$ cat config.mk
export PLATFORM = sky130hd
export DESIGN_NAME = timer_cfg_sequencer
export DESIGN_NICKNAME = d
export VERILOG_FILES = /design/src/rtl/timer_pkg.sv /design/src/rtl/timer_apb_master_if.sv /design/src/rtl/timer_cfg_sequencer.sv
export SDC_FILE = /design/constraint.sdc
export NUM_CORES = 1
export LEC_CHECK = 0
export BUFFER_PORTS_ARGS = -buffer_cell sky130_fd_sc_hd__buf_2
export CAP_MARGIN = 20
export CORE_UTILIZATION = 50
export DETAILED_ROUTE_END_ITERATION = 16
export PLACE_DENSITY = 0.79
export SKIP_CTS_REPAIR_TIMING = 1
export SLEW_MARGIN = 20
export SYNTH_ARGS = -nofsm -noshare
export SYNTH_HDL_FRONTEND = slang
export SYNTH_SLANG_ARGS = --single-unit
$ cat constraint.sdc
create_clock -name PCLK -period 1.6 [get_ports PCLK]
set_input_delay 0.16 -clock PCLK [delete_from_list [all_inputs] [get_ports PCLK]]
set_output_delay 0.16 -clock PCLK [all_outputs]
set_load 0.03 [all_outputs]
$ cat src/rtl/timer_pkg.sv
// Shared definitions for the timer configuration sequencer: timer register
// map, TCR/TSR bit positions, APB master state encoding and operation record.
package timer_pkg;

  // Timer register addresses on its APB slave port
  localparam logic [1:0] ADDR_TDR = 2'b00;
  localparam logic [1:0] ADDR_TCR = 2'b01;
  localparam logic [1:0] ADDR_TSR = 2'b10;

  // TCR bit positions
  localparam int TCR_LOAD   = 7;
  localparam int TCR_DOWN   = 5;
  localparam int TCR_EN     = 4;
  localparam int TCR_CKS_HI = 1;
  localparam int TCR_CKS_LO = 0;

  // TSR bit positions
  localparam int TSR_OVF = 0;
  localparam int TSR_UDF = 1;

  // Number of APB operations in each sequence
  localparam int CMD_OPS = 3;
  localparam int SVC_OPS = 2;

  typedef enum logic [1:0] {
    ST_IDLE   = 2'd0,
    ST_SETUP  = 2'd1,
    ST_ACCESS = 2'd2
  } apb_state_t;

  typedef enum logic {
    SEQ_CMD = 1'b0,
    SEQ_SVC = 1'b1
  } seq_t;

  // One APB operation as presented to the bus engine
  typedef struct packed {
    logic       write;
    logic [1:0] addr;
    logic [7:0] wdata;
  } apb_op_t;

  // Assemble a TCR write value from its fields
  function automatic logic [7:0] tcr_value(input logic load, input logic down,
                                           input logic en, input logic [1:0] cks);
    logic [7:0] v;
    v = 8'h00;
    v[TCR_LOAD] = load;
    v[TCR_DOWN] = down;
    v[TCR_EN]   = en;
    v[TCR_CKS_HI:TCR_CKS_LO] = cks;
    return v;
  endfunction

endpackage

$ cat src/rtl/timer_apb_master_if.sv
// APB master bus engine: runs SETUP/ACCESS for the operation presented on
// op, chains straight into the next SETUP when more is set, and aborts on
// slave error or when the slave stalls ACCESS for TIMEOUT_CYC cycles.
//
// Handshake: start is honoured only in IDLE. A transfer completes on the
// ACCESS cycle with m_pready=1; done_ok flags a clean completion and abort
// flags pslverr on that cycle or an expired wait. op must stay stable from
// SETUP until completion.
module apb_master_if
  import timer_pkg::*;
#(
  parameter int TIMEOUT_CYC = 16
) (
  input  logic       PCLK,
  input  logic       PRESETn,
  input  logic       start,
  input  logic       more,
  input  apb_op_t    op,
  output logic       m_psel,
  output logic       m_penable,
  output logic       m_pwrite,
  output logic [1:0] m_paddr,
  output logic [7:0] m_pwdata,
  input  logic       m_pready,
  input  logic       m_pslverr,
  output apb_state_t state,
  output logic       done_ok,
  output logic       abort
);

  localparam int CW = $clog2(TIMEOUT_CYC + 1);

  apb_state_t    state_q;
  apb_state_t    state_d;
  logic [CW-1:0] wait_cnt;
  logic          timed_out;

  assign timed_out = (wait_cnt == CW'(TIMEOUT_CYC - 1));
  assign state     = state_q;

  // State register
  always_ff @(posedge PCLK or negedge PRESETn) begin
    if (!PRESETn) state_q <= ST_IDLE;
    else          state_q <= state_d;
  end

  // Count ACCESS cycles spent waiting for the slave
  always_ff @(posedge PCLK or negedge PRESETn) begin
    if (!PRESETn)                                wait_cnt <= '0;
    else if (state_q == ST_ACCESS && !m_pready)  wait_cnt <= wait_cnt + CW'(1);
    else                                         wait_cnt <= '0;
  end

  // Next-state: single SETUP, ACCESS until ready, chain or return to IDLE
  always_comb begin
    state_d = state_q;
    case (state_q)
      ST_IDLE:   if (start) state_d = ST_SETUP;
      ST_SETUP:  state_d = ST_ACCESS;
      ST_ACCESS: begin
        if (abort)        state_d = ST_IDLE;
        else if (done_ok) state_d = more ? ST_SETUP : ST_IDLE;
      end
      default:   state_d = ST_IDLE;
    endcase
  end

  // Bus outputs and completion decode
  always_comb begin
    m_psel    = 1'b0;
    m_penable = 1'b0;
    m_pwrite  = 1'b0;
    m_paddr   = 2'b00;
    m_pwdata  = 8'h00;
    done_ok   = 1'b0;
    abort     = 1'b0;
    if (state_q != ST_IDLE) begin
      m_psel   = 1'b1;
      m_pwrite = op.write;
      m_paddr  = op.addr;
      m_pwdata = op.write ? op.wdata : 8'h00;
    end
    if (state_q == ST_ACCESS) begin
      m_penable = 1'b1;
      if (m_pready) begin
        done_ok = !m_pslverr;
        abort   = m_pslverr;
      end else begin
        abort   = timed_out;
      end
    end
  end

endmodule

$ cat src/rtl/timer_cfg_sequencer.sv
// Timer configuration sequencer: turns one configuration command into the
// TDR / TCR(load) / TCR(run) write burst, and services timer overflow or
// underflow events by reading then clearing TSR and pulsing irq.
//
// Handshake: a command is taken on the cycle cmd_valid & cmd_ready. cmd_ready
// is high only when idle with no service pending; a pending service (including
// an event edge in the same cycle) always wins over a command.
module timer_cfg_sequencer
  import timer_pkg::*;
#(
  parameter int TIMEOUT_CYC = 16
) (
  input  logic       PCLK,
  input  logic       PRESETn,
  input  logic       cmd_valid,
  output logic       cmd_ready,
  input  logic [7:0] cmd_tdr,
  input  logic [1:0] cmd_cks,
  input  logic       cmd_down,
  input  logic       cmd_start,
  output logic       m_psel,
  output logic       m_penable,
  output logic       m_pwrite,
  output logic [1:0] m_paddr,
  output logic [7:0] m_pwdata,
  input  logic [7:0] m_prdata,
  input  logic       m_pready,
  input  logic       m_pslverr,
  input  logic       tmr_ovf,
  input  logic       tmr_udf,
  output logic       irq,
  output logic [1:0] irq_flags,
  output logic       busy,
  output logic       err
);

  apb_state_t state;
  apb_op_t    op;
  seq_t       seq;
  logic [1:0] op_idx;
  logic [7:0] tdr_q;
  logic [1:0] cks_q;
  logic       down_q;
  logic       start_q;
  logic [1:0] cap_flags;
  logic       live;
  logic       evt_q;
  logic       evt_edge;
  logic       svc_pend;
  logic       pending;
  logic       idle;
  logic       start_svc;
  logic       start_cmd;
  logic       last_op;
  logic       done_ok;
  logic       abort;
  logic       unused_prdata;

  // Only the flag bits of TSR are of interest
  assign unused_prdata = ^m_prdata[7:2];

  assign evt_edge  = (tmr_ovf | tmr_udf) & ~evt_q;
  assign pending   = svc_pend | evt_edge;
  assign idle      = (state == ST_IDLE) & live;
  assign start_svc = idle & pending;
  assign cmd_ready = idle & ~pending;
  assign start_cmd = cmd_valid & cmd_ready;
  assign busy      = (state != ST_IDLE);
  assign last_op   = (seq == SEQ_CMD) ? (op_idx == 2'(CMD_OPS - 1))
                                      : (op_idx == 2'(SVC_OPS - 1));

  apb_master_if #(
    .TIMEOUT_CYC (TIMEOUT_CYC)
  ) u_apb (
    .PCLK      (PCLK),
    .PRESETn   (PRESETn),
    .start     (start_svc | start_cmd),
    .more      (~last_op),
    .op        (op),
    .m_psel    (m_psel),
    .m_penable (m_penable),
    .m_pwrite  (m_pwrite),
    .m_paddr   (m_paddr),
    .m_pwdata  (m_pwdata),
    .m_pready  (m_pready),
    .m_pslverr (m_pslverr),
    .state     (state),
    .done_ok   (done_ok),
    .abort     (abort)
  );

  // Operation table indexed by the active sequence and op_idx
  always_comb begin
    op = '0;
    if (seq == SEQ_CMD) begin
      op.write = 1'b1;
      case (op_idx)
        2'd0: begin
          op.addr  = ADDR_TDR;
          op.wdata = tdr_q;
        end
        2'd1: begin
          op.addr  = ADDR_TCR;
          op.wdata = tcr_value(1'b1, down_q, 1'b0, cks_q);
        end
        default: begin
          op.addr  = ADDR_TCR;
          op.wdata = tcr_value(1'b0, down_q, start_q, cks_q);
        end
      endcase
    end else begin
      op.addr  = ADDR_TSR;
      op.wdata = 8'h00;
      op.write = (op_idx != 2'd0);
    end
  end

  // Hold off commands for the first cycle after reset release; detect event edges
  always_ff @(posedge PCLK or negedge PRESETn) begin
    if (!PRESETn) begin
      live     <= 1'b0;
      evt_q    <= 1'b0;
      svc_pend <= 1'b0;
    end else begin
      live  <= 1'b1;
      evt_q <= tmr_ovf | tmr_udf;
      if (start_svc)     svc_pend <= 1'b0;
      else if (evt_edge) svc_pend <= 1'b1;
    end
  end

  // Sequence selection, op index stepping and command field capture
  always_ff @(posedge PCLK or negedge PRESETn) begin
    if (!PRESETn) begin
      seq     <= SEQ_CMD;
      op_idx  <= 2'd0;
      tdr_q   <= 8'h00;
      cks_q   <= 2'b00;
      down_q  <= 1'b0;
      start_q <= 1'b0;
    end else begin
      if (start_svc || start_cmd) begin
        seq    <= start_svc ? SEQ_SVC : SEQ_CMD;
        op_idx <= 2'd0;
      end else if (abort) begin
        op_idx <= 2'd0;
      end else if (done_ok) begin
        op_idx <= last_op ? 2'd0 : op_idx + 2'd1;
      end
      if (start_cmd) begin
        tdr_q   <= cmd_tdr;
        cks_q   <= cmd_cks;
        down_q  <= cmd_down;
        start_q <= cmd_start;
      end
    end
  end

  // Status pulses and captured TSR flags; an aborted service leaves irq_flags alone
  always_ff @(posedge PCLK or negedge PRESETn) begin
    if (!PRESETn) begin
      err       <= 1'b0;
      irq       <= 1'b0;
      irq_flags <= 2'b00;
      cap_flags <= 2'b00;
    end else begin
      err <= abort;
      irq <= done_ok & (seq == SEQ_SVC) & last_op;
      if (done_ok && seq == SEQ_SVC && op_idx == 2'd0)
        cap_flags <= {m_prdata[TSR_UDF], m_prdata[TSR_OVF]};
      if (done_ok && seq == SEQ_SVC && last_op)
        irq_flags <= cap_flags;
    end
  end

endmodule

==> results.txt <==
----------------------------------------------------
[Yosys]
  Number of distinct library cells after synthesis ... 30
  Biggest area contributors in the synthesized netlist ... dfrtp_1 54%, mux2_2 12%, ha_1 5.2%, nor2_1 4.2%, and3_1 2.6%
  Yosys top cell area share ... 53.77%
  Most common cell in the netlist ... dfrtp_1
  Commonest register cell after synthesis ... dfrtp_1
  Post-synth top area cell ... dfrtp_1
  Commonest cells post-synth ... 31 x dfrtp_1, 16 x mux2_2, 16 x nor2_1
  Post-Syn Nets ... 157
  Fraction of the yosys area taken by sequential cells ... 53.77%
  Flops & latches, synth ... 31
  Mapped cell area ... 1443 um2
  Number of synthesized flops with an enable pin ... 0
  Yosys warns ... 0
  Fraction of synthesis flops using an asynchronous set or reset pin ... 100.0%
  Mean instance size in the synthesized netlist ... 11.63 um2
  Synth Instances ... 124

[Flow run]
  Number of violations of the max-capacitance limit ... 0

[Drt]
  Vias ... 1,111
  DRT Wirelength ... 3210 um
  Final antenna-violating net count ... 0
  Pre-Repair DR Iteration Count ... 4
  Via density per instance ... 5.265
  Detailed router's first-iteration violation count ... 25
  Remaining routing DRC violations ... 0
  Detailed-route wire length per cell ... 15.21 um

[Place]
  Number of input and output port buffers inserted ... 39
  Minimum setup slack after placement ... 57.24 ps
  Placer's final routability congestion estimate ... 0.8390
  Hpwl dp ... 2058 um
  Cell count after placement ... 192

[Critical path]
  Worst stage delay on the critical path ... 430 ps
  Type of origin of the critical path ... register
  CP Max Fanout ... 4
  Required time reported for the critical path endpoint ... 1440 ps
  Critical-path top delay cell ... dfrtp_2
  Critical path class ... reg2out
  Combined buffer and inverter count along the critical path ... 2
  Crit path DAT ... 1600 ps
  Critical path endpoint category ... output pin
  Series of cell instances along the critical path ... buf_6 > ha_4 > nand2b_4 > a22oi_2 > nor2_1 > buf_4
  Largest delay contributor family on the critical path ... flip-flops

[Floorplan]
  Die Ht ... 55.72 um
  Core Region ... 2734 um2
  Row count ... 19
  Number of placed I/O pins ... 46
  Floorplan die area ... 3104 um2
  Starting density of the core ... 52.77%
  DIE WIDTH ... 55.72 um

[CTS]
  Maximum count of clock buffers along a single path ... 2
  Clock insertion delay at the later pin of the skew report ... 330 ps
  Worst-path clk slew ... 100 ps
  CTS tree ... done
  Sink count of the clock tree ... 31
  Master cell of the clock root buffer ... clkbuf_4
  Number of levels in the clock H-tree ... 2
  Number of clock buffers inserted by TritonCTS ... 5

[Finish]
  Net count, final ... 212
  Ant diodes ... 0
  Area overhead of the layout relative to synthesis ... 36.17%
  Finished Layout Cells ... 211
  Fraction of final layout cells sized beyond drive strength 1 ... 55.00%

[GRT]
  Overall routing resource usage ... 20.82%
  Number of antenna violations at the first check in global routing ... 0
  Wire length of the first global-routing pass ... 4864 um
  Maximum number of pins on one net before global-route repair ... 32
  Via count of the first global-routing pass ... 1,089
  Total global routing overflow ... 0

[Timing]
  Final setup TNS ... -1062 ps
  Slew at the pin closest to its max-slew limit ... 684.7 ps
  PnR worst setup slack ... -161.8 ps
  Final Setup Violations ... 9
  Largest clock skew in the final design ... 6.372 ps
  Maximum clock frequency ... 0.5676 GHz
  Final-report hold violation count ... 0
  Final worst path period share ... 110.1%
  Unrepaired setup endpoints after global routing ... true
  Slew Viols, Final ... 0
  Min Tclk post-route ... 1762 ps
  Normalized max-slew margin ... 54.35%

[Power]
  Peak supply drop ... 0.001803 V
  Switching power ... 0.001518 W
  Sequential cell fraction of total power ... 32.9%
  Sw Share ... 40.01%
  Gate power share ... 53.3%
  Internal power ... 0.002276 W
  Total power density per cell area ... 1932 nW/um2
  Fraction of power consumed by the clock network ... 13.8%
  Leakage power of the design ... 0.9723 nW

[Outcome]
  Violated checks ... setup timing
  Run status ... finished with violations

[Min path]
  Worst Hold Class ... in2reg

----------------------------------------------------
## registers in the layout, summed over array words and instances (netlist names), 2 cells and up
signal and flops:
cap_flags 2, tdr_q 8, irq_flags 2, cks_q 2, u_apb.wait_cnt 5, u_apb.state 2
op_idx 2
## final cells by class
type,count,area [um2]
Sequential cell,31,778.2
Inverter,6,22.52
Multi-Input combinational cell,82,693.2
Clock buffer,8,68.82
Fill cell,196,769.5
Tap cell,31,38.79
Timing Repair Buffer,53,362.8
## routing by layer
metal / vias to the layer above / wire [um] / track usage, %
met2: 30 / 1710 / 34.42
met1: 539 / 1276 / 25.19
li1: 533 / - / -
met5: - / 0 / 0
met3: 9 / 139 / 5.116
met4: 0 / 85 / 10.71
## path summary, 6_finish.rpt
check                             startpoint                 to  slack [ps]  cells past startpoint
setup / recovery                   op_idx[0]        m_pwdata[5]        -160                      6
hold / removal                       tmr_ovf              evt_q          40                      2
setup reg to reg              u_apb.state[0]       cap_flags[1]          30                      4
hold reg to reg            u_apb.wait_cnt[0]  u_apb.wait_cnt[0]         470                      1
max in group asynchronous            PRESETn                seq         710                      2
min in group asynchronous            PRESETn       irq_flags[0]         400                      2
## metrics by stage
stage | hold WS [ps] | power (W) | area [um2] | util, %
after CTS | -121.7 | 0.003229 | 1745 | 63.84
after global placement | 221.4 | 0.002635 | 1677 | 61.33
after global routing | 17.03 | 0.004012 | 1964 | 71.85
final | 41.09 | 0.003794 | 1964 | 71.85
after detailed placement | 237.3 | 0.002710 | 1677 | 61.33
after floorplan | -135.6 | 0.002300 | 1450 | -
## worst reg2reg max path, delay by kind of cell, from the launching register on
family                 cells  cell delay, ps
buffers and inverters      1             150
DFF                        1             420
muxes                      1             350
and+or+nand+nor            2             560
## power groups by stage
stage          registers [W]  logic, W  clock network [W]
3_3_place_gp         0.00122   0.00141                  0
5_1_grt              0.00127   0.00217           0.000573
2_1_floorplan        0.00121   0.00109                  0
4_1_cts              0.00123   0.00147           0.000526
3_5_place_dp         0.00125   0.00146                  0
6_report             0.00125   0.00202           0.000522
## cells in the final DEF, fill, tap and decap left out, types with 3 or more instances in the layout
cell and instances:
clkbuf_4 6, mux2i_1 3, ha_1 4, buf_2 27
nor2_2 3, inv_1 4, mux2_2 16, buf_4 16
o21ai_0 3, a21oi_1 5, a22oi_2 3, nand3_1 3
buf_6 8, and3_1 5, dfrtp_1 29, nor2_1 13
## cell families after synthesis
family                     count (synthesis)  share of synthesized area [%]
AOI/OAI and AO/OA                         15                          6.591
xor gates and xnor gates                   2                          1.214
adders and majority gates                  6                          5.204
buffers and inverters                     11                          3.643
DFF                                       31                          53.77
muxes                                     19                          14.57
other                                      1                         0.2599
and+or+nand+nor                           39                          14.75
Note: power is estimated with default switching activity, not from simulation.
